--- src/rtl/mhz1_bus_responder.sv ---
`default_nettype none
// ============================================================================
//  Module   : mhz1_bus_responder
//  Purpose  : Responder side of the 1 MHz bus stretch protocol. It decodes
//             CPU addresses in the slow peripheral space (FRED/JIM/SHEILA,
//             minus the 2 MHz SHEILA window) and requests a CPU stretch. It
//             then runs exactly one 1 MHz peripheral access, aligned to the
//             1 MHz phase, using a latched address, direction and write data.
//             Read data is captured on the closing mhz1_clken and held for
//             the CPU's completing cpu_clken.
//  Ports    : clk_48m      - system clock
//             reset_n      - synchronous active-low reset
//             cpu_clken    - CPU cycle completes this clock
//             mhz2_clken   - 2 MHz phase pulse (48 MHz phase 23 and 47)
//             mhz1_clken   - 1 MHz end-of-cycle pulse (phase 47)
//             cpu_a/cpu_rnw/cpu_dout - CPU address, direction, write data
//             slow_din     - peripheral read data
//             mhz1_enable  - stretch request (combinational)
//             slow_cs/slow_a/slow_rnw/slow_dout/slow_phase2 - access bus
//             slow_strobe  - commit/sample pulse (combinational)
//             slow_rdata   - captured read data
//  Revision : 1.0  initial release
// ============================================================================
module mhz1_bus_responder #(
    parameter logic [7:0] SLOW_PAGE_LO = 8'hFC,
    parameter logic [7:0] SLOW_PAGE_HI = 8'hFE,
    parameter logic [7:0] FAST_LO      = 8'h20,
    parameter logic [7:0] FAST_HI      = 8'h3F
) (
    input  logic        clk_48m,
    input  logic        reset_n,
    input  logic        cpu_clken,
    input  logic        mhz2_clken,
    input  logic        mhz1_clken,
    input  logic [15:0] cpu_a,
    input  logic        cpu_rnw,
    input  logic [7:0]  cpu_dout,
    input  logic [7:0]  slow_din,
    output logic        mhz1_enable,
    output logic        slow_cs,
    output logic [15:0] slow_a,
    output logic        slow_rnw,
    output logic [7:0]  slow_dout,
    output logic        slow_phase2,
    output logic        slow_strobe,
    output logic [7:0]  slow_rdata
);

    typedef enum logic [1:0] {
        ST_IDLE   = 2'd0,
        ST_ACCESS = 2'd1,
        ST_HOLD   = 2'd2
    } state_t;

    state_t      r_state;
    logic        r_slow_cs;
    logic [15:0] r_slow_a;
    logic        r_slow_rnw;
    logic [7:0]  r_slow_dout;
    logic        r_slow_phase2;
    logic [7:0]  r_slow_rdata;

    logic        w_page_slow;
    logic        w_fast_exempt;
    logic        w_hit;

    assign w_page_slow   = (cpu_a[15:8] >= SLOW_PAGE_LO) && (cpu_a[15:8] <= SLOW_PAGE_HI);
    assign w_fast_exempt = (cpu_a[15:8] == 8'hFE) &&
                           (cpu_a[7:0] >= FAST_LO) && (cpu_a[7:0] <= FAST_HI);
    assign w_hit         = w_page_slow && !w_fast_exempt;

    // Must be valid before the clock-enable generator samples it at phase
    // 23/47, so no register stage here.
    assign mhz1_enable = w_hit && (r_state == ST_IDLE);

    // In IDLE a coincident mhz1_clken is the entry edge, not a close; only
    // ACCESS can produce the strobe.
    assign slow_strobe = (r_state == ST_ACCESS) && mhz1_clken;

    always_ff @(posedge clk_48m) begin
        if (!reset_n) begin
            r_state       <= ST_IDLE;
            r_slow_cs     <= 1'b0;
            r_slow_a      <= 16'h0000;
            r_slow_rnw    <= 1'b0;
            r_slow_dout   <= 8'h00;
            r_slow_phase2 <= 1'b0;
            r_slow_rdata  <= 8'h00;
        end else begin
            case (r_state)
                ST_IDLE: begin
                    if (mhz2_clken && w_hit) begin
                        r_state       <= ST_ACCESS;
                        r_slow_cs     <= 1'b1;
                        r_slow_a      <= cpu_a;
                        r_slow_rnw    <= cpu_rnw;
                        r_slow_dout   <= cpu_dout;
                        // Entering at phase 23 lands mid-cycle (phase 2);
                        // entering at phase 47 starts a fresh phase 1.
                        r_slow_phase2 <= ~mhz1_clken;
                    end
                end
                ST_ACCESS: begin
                    if (mhz1_clken) begin
                        if (r_slow_rnw) begin
                            r_slow_rdata <= slow_din;
                        end
                        r_slow_cs     <= 1'b0;
                        r_slow_phase2 <= 1'b0;
                        r_state       <= ST_HOLD;
                    end else if (mhz2_clken) begin
                        r_slow_phase2 <= 1'b1;
                    end
                end
                ST_HOLD: begin
                    // Wait for the stretched CPU cycle to complete so the
                    // same address is not decoded as a fresh hit.
                    if (cpu_clken) begin
                        r_state <= ST_IDLE;
                    end
                end
                default: begin
                    r_state <= ST_IDLE;
                end
            endcase
        end
    end

    assign slow_cs     = r_slow_cs;
    assign slow_a      = r_slow_a;
    assign slow_rnw    = r_slow_rnw;
    assign slow_dout   = r_slow_dout;
    assign slow_phase2 = r_slow_phase2;
    assign slow_rdata  = r_slow_rdata;

endmodule
`default_nettype wire
--- config.mk ---
export PLATFORM = sky130hd
export DESIGN_NAME = mhz1_bus_responder
export DESIGN_NICKNAME = d
export VERILOG_FILES = /design/src/rtl/mhz1_bus_responder.sv
export SDC_FILE = /design/constraint.sdc
export NUM_CORES = 1
export LEC_CHECK = 0
export ABC_AREA = 0
export ABC_CLOCK_PERIOD_IN_PS = 1580
export BUFFER_PORTS_ARGS = -buffer_cell sky130_fd_sc_hd__buf_2
export CORE_MARGIN = 8
export CORE_UTILIZATION = 40
export CTS_CLUSTER_DIAMETER = 50
export DETAILED_ROUTE_END_ITERATION = 8
export PLACE_DENSITY = 0.86
export SYNTH_ARGS = -nofsm -noshare
export SYNTH_HDL_FRONTEND = slang
export SYNTH_SLANG_ARGS = --single-unit
--- constraint.sdc ---
create_clock -name clk_48m -period 1.58 [get_ports clk_48m]
set_input_delay 0.158 -clock clk_48m [delete_from_list [all_inputs] [get_ports clk_48m]]
set_output_delay 0.158 -clock clk_48m [all_outputs]
set_load 0.03 [all_outputs]
==> impl_results.md <==
- Hold buffer count at cts: 0
- Global Route Usage Sum: 12.9%
- Number of flops mapped to enable cells by yosys: 0
- Slowest stage delay, CP: 340 ps
- Vias in the first global route: 1415
- Clock Tree Buf Depth: 2
- Clock Pin Slew Worst Setup and Hold Paths: 100 ps
- Mapped Cells: 156
- I/O pins: 75
- Final clock skew: 7.26 ps
- Port Buffer Count: 74
- CP Cell Sequence: nand4b_1 -> a2111o_1 -> buf_6 -> nor3b_4 -> buf_6 -> buf_6 -> mux2i_1
- Vias/cell: 4.58
- Fill count: 345
- RSZ-0062 raised after global routing: true
- Number of remaining DRC errors: 0
- Initial antenna violation count: 0
- Register area share after synthesis: 50.6%
- Drt total wl: 3.58 mm
- Final setup viols: 28
- Hold_sp: cpu_dout[3]
- CTS buffer count: 5
- Core ar.: 0.00358 mm^2
- Width of the die: 76.5 um
- Buf/Inv on CP: 3
- Finished Core Util: 56.2%
- Multi-input logic area: 659 um^2
- Arr. time, crit path: 1990 ps
- CTS tree: built
- Worst-path fanout max: 10
- PwrDens: 734 mW/mm^2
- Crit. End Element: flop
- Top_reg_cell synth: dfxtp_1
- PnR worst setup slack: -148 ps
- Worst VDD drop: 0.349 mV
- Hold endpoint: slow_dout[3]
- Cell area after synthesis: 0.00147 mm^2
- Register area: 743 um^2
- Clock root cell: clkbuf_4
- Total gr overflow: 0
- Initial Util: 40.9%
- Pins Over Slew Limit: 0
- Setup CP Type: reg -> reg
- N_diodes: 0
- Hold Path Cell Cnt: 3
- Cell Rows: 22
- H-tree levels: 2
- Detailed Place HPWL: 2.85 mm
- Vias: 1305
- Syn nets: 194
- Fraction of layout cells with a size suffix above 1: 40.9%
- Worst-margin pin slew: 272 ps
- Die ar.: 0.00586 mm^2
- Average wire per standard cell: 12.6 um
- Iter 0 DRT Violations: 44
- Static Leakage: 0.954 nW
- CP Launch Type: flop
- Minimum clock period: 1730 ps
- Synth Register Bits: 37
- Drt pass-1 iters: 4
- GP Congestion: 0.760
- CTS Sinks: 37
- Layout Nets: 276
- Layout area overhead: 37.1%
- Failing checks: negative setup slack
- Clk_lat worst skew: 320 ps
- Top delay family on crit path: buffers and inverters
- Worst EP required: 1840 ps
- Worst slew margin: 81.9%
- Library cells used by synthesis: 23
- Max-cap violations: 0
- R2R cell count: 7
- Fmax: 579 MHz
- Largest net degree at the start of global routing: 37
- Yosys Warn Count: 0
- R2r startpoint: r_state[1]
- Register-to-register setup slack: -150 ps
- Crit path from: r_state[1]
- Global-route wire length before repair: 6.43 mm
- CP dominant cell by count: buf_6
- FFs w/ async S/R, synth: 0%
- CP max-delay cell: a2111o_1
- Final hold vios: 0
- Final period util: 109%
- Routed Antenna Nets: 0
- Syn avg cell area: 9.39 um^2
- Reg2reg end: slow_dout[1]
- Worst hold path type: in -> reg
- Hold slack: 68.1 ps
- Chip Height: 76.5 um
- Status: finished with violations
[state kept, by name, summed over array words and instances, names as in the netlist]
| register | cells |
|---|---|
| slow_cs | 1 |
| slow_dout | 8 |
| slow_phase2 | 1 |
| r_state | 2 |
| slow_a | 16 |
| slow_rdata | 8 |
| slow_rnw | 1 |
[final cells by class]
type | count | area share, %
clock inverters | 1 | 0.249
well taps | 48 | 2.99
multi-input cells | 107 | 32.8
inverters | 1 | 0.187
clock buffers | 5 | 1.87
flip-flops and latches | 37 | 37.0
repair buffers | 86 | 24.9
[metal layers]
metal | vias to the layer above | part of all wire, % | GRT usage (%)
met1 | 579 | 43 | 13.7
met5 | - | 0 | 0
li1 | 676 | - | -
met4 | 0 | 0.75 | 4.42
met3 | 4 | 7.5 | 5.78
met2 | 46 | 49 | 22.0
[power breakdown]
part           internal [mW]  switching, mW
Sequential             0.935        0.00150
Combinational         0.0587         0.0540
Clock                  0.154          0.272
Total                   1.15          0.328
[cell usage after synthesis, drive strengths merged (2+ instances only)]
| master | number | area [um^2] |
|---|---|---|
| nor3 | 2 | 10.0 |
| nand2 | 56 | 210 |
| nor2b | 2 | 12.5 |
| clkbuf | 8 | 30.0 |
| buf | 3 | 46.3 |
| mux2i | 20 | 200 |
| a21boi | 8 | 60.1 |
| dfxtp | 37 | 741 |
| o21a | 8 | 60.1 |
[cell usage in the layout, fill, tap and decap left out]
cell	n
a2111o_1	1
a21boi_0	8
a21o_1	1
and2_1	1
and3b_2	1
and4bb_1	1
buf_12	1
buf_2	72
buf_4	7
buf_6	6
clkbuf_4	5
clkinv_2	1
dfxtp_1	35
dfxtp_2	2
inv_1	1
mux2i_1	20
nand2_1	56
nand3_1	1
nand4b_1	1
nor2_4	1
nor2b_1	2
nor3_1	2
nor3b_4	1
o211a_1	1
o21a_1	8
o21ai_0	1
[cell families (layout without fill, tap and decap cells)]
logic type | after synthesis | after routing | share of synthesized area (%)
and+or+nand+nor | 67 | 67 | 19.8
DFF | 37 | 37 | 50.6
AOI/OAI and AO/OA | 20 | 20 | 10.5
muxes | 20 | 20 | 13.7
buffers and inverters | 12 | 93 | 5.46
[worst max-delay path by stage]
| stage | endpoint | cells past startpoint |
|---|---|---|
| after floorplan | slow_a[0] | 6 |
| after global placement | slow_a[2] | 6 |
| after detailed placement | slow_dout[6] | 6 |
| after CTS | mhz1_enable | 5 |
| after global routing | slow_dout[1] | 7 |
| final | slow_dout[1] | 7 |
[what timing repair did]
action,4_1_cts,5_1_grt
gates resized for setup,4,11
endpoints found under the hold margin,0,0
setup endpoints to repair,23,29
pin swaps,1,0
buffers inserted,2,1
[metrics by stage]
stage | std cells | setup slack (ps) | TNS (ps) | instance area (um^2) | power (mW)
5_1_grt | 285 | -260 | -5590 | 2010 | 1.56
3_5_place_dp | 277 | -139 | -1580 | 1910 | 1.07
6_report | 285 | -148 | -2490 | 2010 | 1.48
3_3_place_gp | 277 | -7.84 | -50.9 | 1910 | 1.07
4_1_cts | 285 | -182 | -3310 | 1980 | 1.50
2_1_floorplan | 156 | 52.4 | 0 | 1470 | 1.00
[worst min-delay path: stages]
cell,delay [ps]
buf_2,90
nand2_1,50
mux2i_1,50
No activity file was read; power rests on OpenSTA's default activity.
